===== src/rtl/pc_branch_sequencer.sv =====
// Program counter, fetch handshake and branch resolution for the core.
// Define BRANCH_STATS_EN to add the saturating taken_count redirect counter.
module pc_branch_sequencer #(
   parameter logic [31:0] RESET_PC = 32'h0000_0000,
   parameter int          XLEN     = 32
) (
   input  logic            clk,
   input  logic            rst_n,
   input  logic            stall,
   output logic            imem_req,
   output logic [XLEN-1:0] imem_addr,
   input  logic            imem_ack,
   output logic            inst_valid,
   input  logic            branch,
   input  logic            jump,
   input  logic            jalr,
   input  logic [2:0]      funct3,
   input  logic            alu_zero,
   input  logic            alu_lt,
   input  logic            alu_ltu,
   input  logic [XLEN-1:0] branch_target,
   input  logic [XLEN-1:0] jalr_target,
   output logic            branch_taken,
   output logic [XLEN-1:0] pc,
   output logic [XLEN-1:0] pc_plus4
`ifdef BRANCH_STATS_EN
   ,
   output logic [31:0]     taken_count
`endif
);

   localparam logic [1:0] S_BOOT  = 2'd0;
   localparam logic [1:0] S_FETCH = 2'd1;
   localparam logic [1:0] S_EXEC  = 2'd2;

   logic [1:0]      state_q, state_d;
   logic [XLEN-1:0] pc_q, pc_d;
   logic [XLEN-1:0] next_pc;
   logic            cond;
   logic            commit;

   assign imem_req   = (state_q == S_FETCH);
   assign inst_valid = (state_q == S_EXEC);
   assign imem_addr  = pc_q;
   assign pc         = pc_q;
   assign pc_plus4   = pc_q + 32'd4;
   assign commit     = inst_valid & ~stall;

   always_comb begin
      cond = 1'b0;
      case (funct3)
         3'b000:  cond = alu_zero;
         3'b001:  cond = ~alu_zero;
         3'b100:  cond = alu_lt;
         3'b101:  cond = ~alu_lt;
         3'b110:  cond = alu_ltu;
         3'b111:  cond = ~alu_ltu;
         default: cond = 1'b0;
      endcase
   end

   assign branch_taken = inst_valid & (jalr | jump | (branch & cond));

   always_comb begin
      if (jalr)
         next_pc = {jalr_target[XLEN-1:1], 1'b0};
      else if (jump || (branch && cond))
         next_pc = branch_target;
      else
         next_pc = pc_plus4;
   end

   always_comb begin
      state_d = state_q;
      pc_d    = pc_q;
      case (state_q)
         S_BOOT:  state_d = S_FETCH;
         S_FETCH: if (imem_ack) state_d = S_EXEC;
         S_EXEC: begin
            if (!stall) begin
               state_d = S_FETCH;
               // committed PCs are always word aligned
               pc_d    = {next_pc[XLEN-1:2], 2'b00};
            end
         end
         default: state_d = S_BOOT;
      endcase
   end

   always_ff @(posedge clk or negedge rst_n) begin
      if (!rst_n) begin
         state_q <= S_BOOT;
         pc_q    <= RESET_PC;
      end else begin
         state_q <= state_d;
         pc_q    <= pc_d;
      end
   end

`ifdef BRANCH_STATS_EN
   logic [31:0] cnt_q, cnt_d;

   always_comb begin
      cnt_d = cnt_q;
      if (commit && branch_taken && (cnt_q != 32'hFFFF_FFFF))
         cnt_d = cnt_q + 32'd1;
   end

   always_ff @(posedge clk or negedge rst_n) begin
      if (!rst_n) cnt_q <= 32'd0;
      else        cnt_q <= cnt_d;
   end

   assign taken_count = cnt_q;
`endif

endmodule


===== config.mk =====
export PLATFORM = sky130hd
export DESIGN_NAME = pc_branch_sequencer
export DESIGN_NICKNAME = d
export VERILOG_FILES = /design/src/rtl/pc_branch_sequencer.sv
export SDC_FILE = /design/constraint.sdc
export NUM_CORES = 1
export LEC_CHECK = 0
export BUFFER_PORTS_ARGS = -buffer_cell sky130_fd_sc_hd__buf_2
export CAP_MARGIN = 20
export CELL_PAD_IN_SITES_DETAIL_PLACEMENT = 1
export CELL_PAD_IN_SITES_GLOBAL_PLACEMENT = 1
export CORE_MARGIN = 3
export CORE_UTILIZATION = 27
export CTS_BUF_LIST = sky130_fd_sc_hd__clkbuf_16
export CTS_CLUSTER_SIZE = 24
export DETAILED_ROUTE_END_ITERATION = 6
export PLACE_DENSITY_LB_ADDON = 0.1
export SLEW_MARGIN = 10
export SYNTH_ARGS = -nofsm -noshare
export SYNTH_HDL_FRONTEND = slang
export SYNTH_SLANG_ARGS = --single-unit

===== constraint.sdc =====
create_clock -name clk -period 2.55 [get_ports clk]
set_clock_uncertainty 0.2 [all_clocks]
set_input_delay 0.1275 -clock clk [delete_from_list [all_inputs] [get_ports clk]]
set_output_delay 0.1275 -clock clk [all_outputs]
set_load 0.01 [all_outputs]

Word level (Yosys, flattened, before mapping)
Index checks and enable logic that the tools add are counted.
{"block": "totals", "ff_bits": 32, "input_bits": 77, "output_inout_bits": 99, "word_cells": 32}
{"block": "op_classes", "n_addsub": 1, "n_eq_ne": 9, "mux": 6, "n_bitwise": 8, "reduce_logical": 6}
{"cell": "32-bit 2-to-1 mux", "n": 2}
{"cell": "32-bit by 3-bit adder with 32-bit output, second input constant", "n": 1}
{"cell": "3-bit equality test, second input constant", "n": 4}
{"cell": "1-bit one-hot mux with 6 select lines", "n": 1}
{"cell": "2-bit one-hot mux with 3 select lines", "n": 1}
{"cell": "2-bit 2-to-1 mux", "n": 2}
{"cell": "1-bit inverter", "n": 4}
{"cell": "2-bit AND reduction", "n": 2}
{"cell": "3-bit by 1-bit equality test with 1-bit output, second input constant", "n": 1}
{"cell": "3-bit zero test", "n": 1}
{"cell": "1-bit bitwise AND", "n": 2}
{"cell": "2-bit by 1-bit equality test with 1-bit output, second input constant", "n": 1}
{"cell": "2-bit equality test, second input constant", "n": 1}
{"cell": "2-bit zero test", "n": 1}
{"cell": "2-bit by 1-bit inequality test with 1-bit output, second input constant", "n": 1}
{"cell": "2-bit inequality test, second input constant", "n": 1}
{"cell": "1-bit OR", "n": 2}
{"cell": "1-bit logical AND", "n": 1}
{"cell": "1-bit logical OR", "n": 1}

Depth between registers and ports, before layout
Gate-level depths: netlist of the first run.
{"block": "logic_depth", "word_depth": 6, "depth_mapped": 7, "ltp_nobuf": 6}

Least setup slack after synthesis of the first run
No wires, ideal clock.
{"block": "synth_path", "path_kind": "register to register", "startpoint": "reg pc_q[2] (netlist: imem_addr[2])", "endpoint": "reg pc_q[22] (netlist: imem_addr[22])", "arrival_ns": 2.327, "required_ns": 2.267, "slack_ns": -0.060, "stages_incl_launch_ff": 8, "n_path_buf": 1, "synth_period_minus_slack_ns": 2.610, "cell_sequence": "dfrtp_1 > ha_1 > nand4_1 > or4_2 > clkbuf_1 > or3_1 > and3_1 > o21ai_0"}
{"block": "synth_via", "elab_chain_cells": 3}
{"element": "start, declared", "line": "37", "rtl": "logic [XLEN-1:0] pc_q, pc_d;"}
{"element": "start signal, assigned", "line": "96", "rtl": "pc_q <= pc_d;"}
{"element": "32-bit by 3-bit adder with 32-bit output", "line": "46", "rtl": "assign pc_plus4 = pc_q + 32'd4;"}
{"element": "32-bit 2-to-1 mux", "line": "67", "rtl": "else if (jump || (branch && cond))"}
{"element": "32-bit 2-to-1 mux", "line": "65", "rtl": "if (jalr)"}
Every way passes these cells.
A chain may end at the register's enable or synchronous reset.

Worst setup path after layout of the first run
{"block": "layout_path", "startpoint": "reg pc_q[7] (netlist: imem_addr[7])", "endpoint": "out pc_plus4[21]"}
{"block": "layout_via", "elab_chain_cells": 1}
{"element": "32-bit by 3-bit adder with 32-bit output", "line": "46"}
{"element": "end, declared", "line": "25", "rtl": "output logic [XLEN-1:0] pc_plus4"}
Every way passes these cells.

==> flow_summary_export.csv, run 1 <==
group,metric,value,unit
outcome,status,"finished with violations",
outcome,violations,"hold timing",
critical_path,crit_start,"imem_addr[7]",
critical_path,cp.arrival,2.15,ns
clocking,clkSlewWorstSetupHoldPaths,0.06,ns
clocking,cts_sinks,32,
run,maxCapViolCount,0,
yosys,yosysSeqAreaShare,27.6,%
critical_path,cp_max_fo,8,
floorplanning,pin_count,176,
clocking,cts_buffer_depth,2,
critical_path,worst_setup_path_end_kind,"output port",
placed_design,dp_cells,643,
global_routing,grt_first_pass_wirelength,19400,um
sta,setup_violations,0,
critical_path,cp_slowest_cell,"or4_4",
power,leakagePower,0.00216,uW
sta,drv_slew,0,
yosys,synth.distinct_cells,52,
yosys,synth_common_cells,"buf_4, dfrtp_1, nand3_1",
placed_design,port_buffers,165,
sta,timing.hold.ws,-0.00404,ns
route,highest_layer,"met4",
route,drt-met1-wl,5350,um
placed_design,hpwl,9130,um
floorplanning,die-area,12000,um2
floorplanning,fp-row-count,37,
yosys,async_flop_share,100,%
critical_path,cp.buffers_inverters,2,
route,wl_per_cell,17.9,um
route,wl_met3,775,um
power,peakVddDrop,0.366,mV
placed_design,gp_congestion,0.807,
worst_hold_path,hp-class,"input port to flip-flop",
route,drcViolationCount,0,
yosys,yosysTopAreaCell,"dfrtp_1",
sta,fin_crit_sh,97.0,%
yosys,synthCells,360,
route,antenna_left,0,
critical_path,r2r_slack,0.24,ns
yosys,synth.cell_area,2900,um2
critical_path,critPathTopFamily,"simple AND/OR/NAND/NOR gates",
clocking,tritoncts,"done",
final_layout,drive_gt1_share,42.7,%
final_layout,fill_cells,1299,
route,drtIter0Drc,113,
critical_path,reg2reg_depth,5,
clocking,cts.root.buffer_cell,"clkbuf_16",
power,power,4230,uW
worst_hold_path,min_from,"jalr_target[9]",
route,vias_per_cell,5.04,
final_layout,fin_area,4440,um2
yosys,synth_edf_count,0,
clocking,cts_buffers,5,
sta,min_period,2.47,ns
final_layout,n_antenna_cell,0,
route,dr.pass1.iters,4,
clocking,h-tree-depth,2,
yosys,synth_area_leaders,"dfrtp_1, buf_4, mux2i_1, nand3_1, xnor2_1",
clocking,clkLatencyLatePin,0.28,ns
sta,slew_headroom,43.8,%
sta,hold_viol,1,
floorplanning,initial_core_util,28.0,%
global_routing,grt_use_total,20.9,%
global_routing,overflow,0,
yosys,yosysMostFrequentCell,"buf_4",
global_routing,grt_start_max_net_pins,35,
sta,clock.fmax,404,MHz
floorplanning,fp.dieW,110,um
yosys,synth_flop_cell,"dfrtp_1",
global_routing,antenna_found_initial,0,
final_layout,nets,642,
critical_path,worst_ep_required_time,2.22,ns
final_layout,post-route-util,42.8,%
floorplanning,coreArea,10400,um2
yosys,yosysWarningCount,0,
critical_path,cpPeakStageDelay,0.53,ns
critical_path,path_depth,6,
critical_path,worstSetupPathType,"flip-flop to output port",
critical_path,critPathLaunchType,"flip-flop",
route,wl,12500,um
final_layout,area_growth,53.0,%
critical_path,r2r-end,"imem_addr[27]",
yosys,ys_ff_latch,32,
global_routing,grt_pass1_vias,3657,
route,vias,3531,
final_layout,finalNonFillerCells,701,
power,power_density,952,nW/um2
floorplanning,fp.dieH,110,um
sta,worst_slew_pin_slew,0.844,ns
critical_path,setup.worst_path.end,"pc_plus4[21]",
critical_path,path_cells,"nand4_4 > or4_4 > buf_6 > o31a_2 > o21bai_1 > buf_2",
yosys,postSynthAreaPerCell,8.06,um2
route,wl_met2,6180,um
yosys,netlist.area_leader.share,27.6,%
placed_design,place_area,3800,um2
critical_path,r2r_start,"imem_addr[19]",
what timing repair did:
| item | in CTS | in global routing |
|---|---|---|
| hold endpoints to repair | 57 | 0 |
| gates resized for setup | 3 | 4 |
| endpoints found under the setup margin | 6 | 8 |
| hold buffers | 41 | 0 |
| pin swaps | 0 | 2 |
| buffers inserted | 3 | 6 |
worst min-delay path by stage:
stage	end	slack, ns	depth (start not counted)
detailed placement	imem_addr[25]	0.08	1
global placement	imem_addr[27]	0.08	1
CTS	imem_addr[9]	0.0005	4
global route	imem_addr[18]	0.03	4
finish	imem_addr[9]	-0.004	4
floorplan	imem_addr[10]	-0.37	0
layout make-up:
cell class	instances	area, um2	area share, %
multi-input cells	266	1720	38.7
repair buffers	249	1560	35.2
flip-flops and latches	32	813	18.3
well taps	136	170	3.83
clock buffers	5	125	2.82
inverters	10	37.5	0.846
clock inverters	3	11.3	0.254
registers in the layout, indices dropped and copies added (netlist names):
signal     flops
imem_addr     30
state_q        2
kinds of logic (layout without fill, tap and decap cells):
| family | after synthesis | after routing | share of synthesized area (%) |
|---|---|---|---|
| buf+inv | 67 | 267 | 14.6 |
| fa+ha+maj | 1 | 1 | 0.431 |
| flops | 32 | 32 | 27.6 |
| xor+xnor | 24 | 24 | 7.25 |
| simple gates | 140 | 140 | 27.5 |
| other cells | 1 | 6 | 0.129 |
| compound gates | 80 | 80 | 17.3 |
| mux | 15 | 15 | 5.22 |
layer usage:
metal / GRT usage [%] / vias up
met5: 0 / -
met1: 26.1 / 1710
met4: 6.23 / 0
met2: 36.6 / 124
met3: 3.99 / 14
li1: - / 1683
tightest hold or removal path: stages:
cell     delay (ns)
buf_2          0.07
and3_1         0.14
a21oi_1        0.04
o21ai_0        0.06
metrics by stage:
step                      worst slack, ns  TNS (ns)
after floorplan                    0.0122         0
after global placement              0.149         0
after detailed placement           0.0796         0
after CTS                        0.000522         0
after global routing             -0.00581  -0.00581
final                              0.0769         0
power breakdown:
part	leakage (uW)	total (uW)	internal (uW)	switching, uW
Sequential	0.000372	1040	760	277
Combinational	0.00171	2610	1190	1420
Clock	0.0000738	581	352	229
Total	0.00216	4230	2300	1930
layout by cell type, fill, tap and decap left out, types with 3 or more instances in the layout:
cell type	count
and2_1	3
xor2_1	9
dfrtp_2	10
o22ai_1	8
a211oi_1	4
or3_1	4
nand4_1	10
buf_2	165
and4_1	3
nor3_1	10
conb_1	6
or4_1	3
a21oi_1	20
dfrtp_1	22
and3_1	17
nand2b_1	3
nor2b_1	3
buf_4	42
a31oi_1	3
nand2_1	17
mux2i_1	14
clkbuf_16	5
nor2_1	17
a211o_1	3
o221ai_1	3
xnor2_1	15
o21ai_0	23
nor4_1	5
nand3_1	28
inv_1	12
or4_4	3
dlygate4sd3_1	41
Power figures use the tool's default switching activity.
==> inputs of run 2 (changes only) <==
- BUFFER_PORTS_ARGS: -buffer_cell sky130_fd_sc_hd__buf_2 -> unset
- CORE_MARGIN: 3 -> 1.5
- CORE_UTILIZATION: 27 -> 40
- DONT_BUFFER_PORTS: unset -> 1
==> run 2 against run 1 <==
The run now ends clean. Global-route usage grew 8.4 points. Die area shrank 35%. Hold slack gained 0.021 ns. Largest power group unchanged. Highest routed layer unchanged.
==> flow_summary_export.csv, run 2 (same netlist as run 1, synthesis figures left out) <==
group,metric,value,unit
outcome,status,"complete, no violations",
clocking,cts_buffer_depth,2,
placed_design,gp_congestion,0.917,
final_layout,layout_commonest_cell,"dlygate4sd3_1",
route,wl_per_cell,21.6,um
clocking,tritoncts,"done",
floorplanning,coreArea,6910,um2
sta,slew_headroom,65.1,%
route,vias,3091,
final_layout,layout_common_cells,"dlygate4sd3_1, buf_4, nand3_1, o21ai_0, dfrtp_1",
floorplanning,initial_core_util,42.0,%
critical_path,worstSetupPathType,"flip-flop to output port",
floorplanning,fp-row-count,30,
sta,worst_slew_pin_slew,0.522,ns
critical_path,crit_start,"imem_addr[2]",
critical_path,cp_max_fo,6,
floorplanning,pin_count,176,
global_routing,grt_first_pass_wirelength,17400,um
sta,clock.fmax,405,MHz
final_layout,n_antenna_cell,0,
sta,hold_viol,0,
route,drtIter0Drc,145,
clocking,h-tree-depth,2,
critical_path,r2r_slack,0.13,ns
power,leakagePower,0.00163,uW
global_routing,grt_use_total,29.3,%
critical_path,worst_ep_required_time,2.22,ns
floorplanning,fp.dieH,88.2,um
route,dr.pass1.iters,4,
route,drcViolationCount,0,
critical_path,reg2reg_depth,5,
final_layout,area_growth,33.2,%
power,power_density,974,nW/um2
clocking,clkSlewWorstSetupHoldPaths,0.05,ns
sta,fin_tns_setup,0,ns
final_layout,fill_cells,842,
power,peakVddDrop,0.427,mV
clocking,cts.root.buffer_cell,"clkbuf_16",
final_layout,ff_latch_area,812,um2
clocking,clkLatencyLatePin,0.27,ns
sta,fin_crit_sh,96.8,%
route,vias_per_cell,5.89,
sta,min_period,2.47,ns
floorplanning,fp.dieW,88.2,um
global_routing,antenna_found_initial,0,
sta,setup_violations,0,
global_routing,grt_pass1_vias,3270,
critical_path,cp.arrival,2.14,ns
critical_path,critPathLaunchType,"flip-flop",
final_layout,drive_gt1_share,20.5,%
run,maxCapViolCount,0,
final_layout,multiInputGateArea,1740,um2
placed_design,port_buffers,0,
worst_hold_path,hp-class,"input port to flip-flop",
global_routing,grt_start_max_net_pins,33,
critical_path,r2r-end,"imem_addr[27]",
clocking,cts_sinks,32,
critical_path,setup.worst_path.end,"pc_plus4[20]",
power,power,3760,uW
sta,drv_slew,0,
floorplanning,die-area,7770,um2
final_layout,largest_reg_flops,30,
global_routing,overflow,0,
clocking,cts_buffers,5,
critical_path,worst_setup_path_end_kind,"output port",
route,wl,11400,um
final_layout,nets,506,
placed_design,hpwl,7490,um
critical_path,r2r_start,"imem_addr[2]",
route,antenna_left,0,
-- run 2: cell type report --
class	instances	area share, %
Multi-Input combinational cell	266	45.0
Timing Repair Buffer	113	26.4
Clock inverter	3	0.291
Clock buffer	5	3.24
Sequential cell	32	21.0
Tap cell	96	3.11
Inverter	10	0.972
-- run 2: how the worst min path moves through the flow --
| stage | depth (start not counted) | to | start | slack (ns) |
|---|---|---|---|---|
| 2_1_floorplan | 0 | imem_addr[10] | rst_n | -0.37 |
| 3_3_place_gp | 0 | imem_addr[27] | rst_n | -0.37 |
| 3_5_place_dp | 0 | imem_addr[25] | rst_n | -0.37 |
| 4_1_cts | 3 | imem_addr[20] | jalr_target[20] | 0.01 |
| 5_1_grt | 3 | imem_addr[20] | jalr_target[20] | 0.03 |
| 6_report | 3 | imem_addr[20] | jalr_target[20] | 0.02 |
-- run 2: power by group --
group | switching (uW) | internal (uW)
registers | 244 | 758
logic | 1340 | 857
clock network | 213 | 351
total | 1800 | 1970
-- run 2: worst max-delay path: stages (launching register included) --
cell and delay, ns:
dfrtp_2 0.39, ha_1 0.18, nand4_1 0.16, buf_4 0.20
nor4_1 0.23, buf_4 0.19, and3_1 0.30, xor2_2 0.22
-- run 2: repair_timing --
action,4_1_cts,5_1_grt
gates cloned,0,0
setup buffers,0,0
hold buffers,60,0
hold endpoints to repair,62,0
resized for setup,3,5
endpoints found under the setup margin,4,4
-- run 2: metrics by stage --
| step | cells | worst slack [ns] | hold slack [ns] | area (um2) | util [%] |
|---|---|---|---|---|---|
| 4_1_cts | 525 | 0.0177 | 0.0146 | 3830 | 55.5 |
| 5_1_grt | 525 | -0.000671 | 0.0267 | 3860 | 55.9 |
| 6_report | 525 | 0.0819 | 0.0174 | 3860 | 55.9 |
| 3_5_place_dp | 457 | 0.121 | -0.367 | 3070 | 44.4 |
| 2_1_floorplan | 365 | 0.0122 | -0.368 | 2930 | - |
| 3_3_place_gp | 457 | 0.168 | -0.367 | 3070 | 44.4 |
-- run 2: per-layer routing --
| layer | GRT usage (%) | up-vias | part of all wire, % |
|---|---|---|---|
| li1 | - | 1410 | - |
| met1 | 35.1 | 1537 | 40 |
| met2 | 53.4 | 136 | 52 |
| met3 | 6.88 | 8 | 6.6 |
| met4 | 6.11 | 0 | 0.86 |
| met5 | 0 | - | 0 |
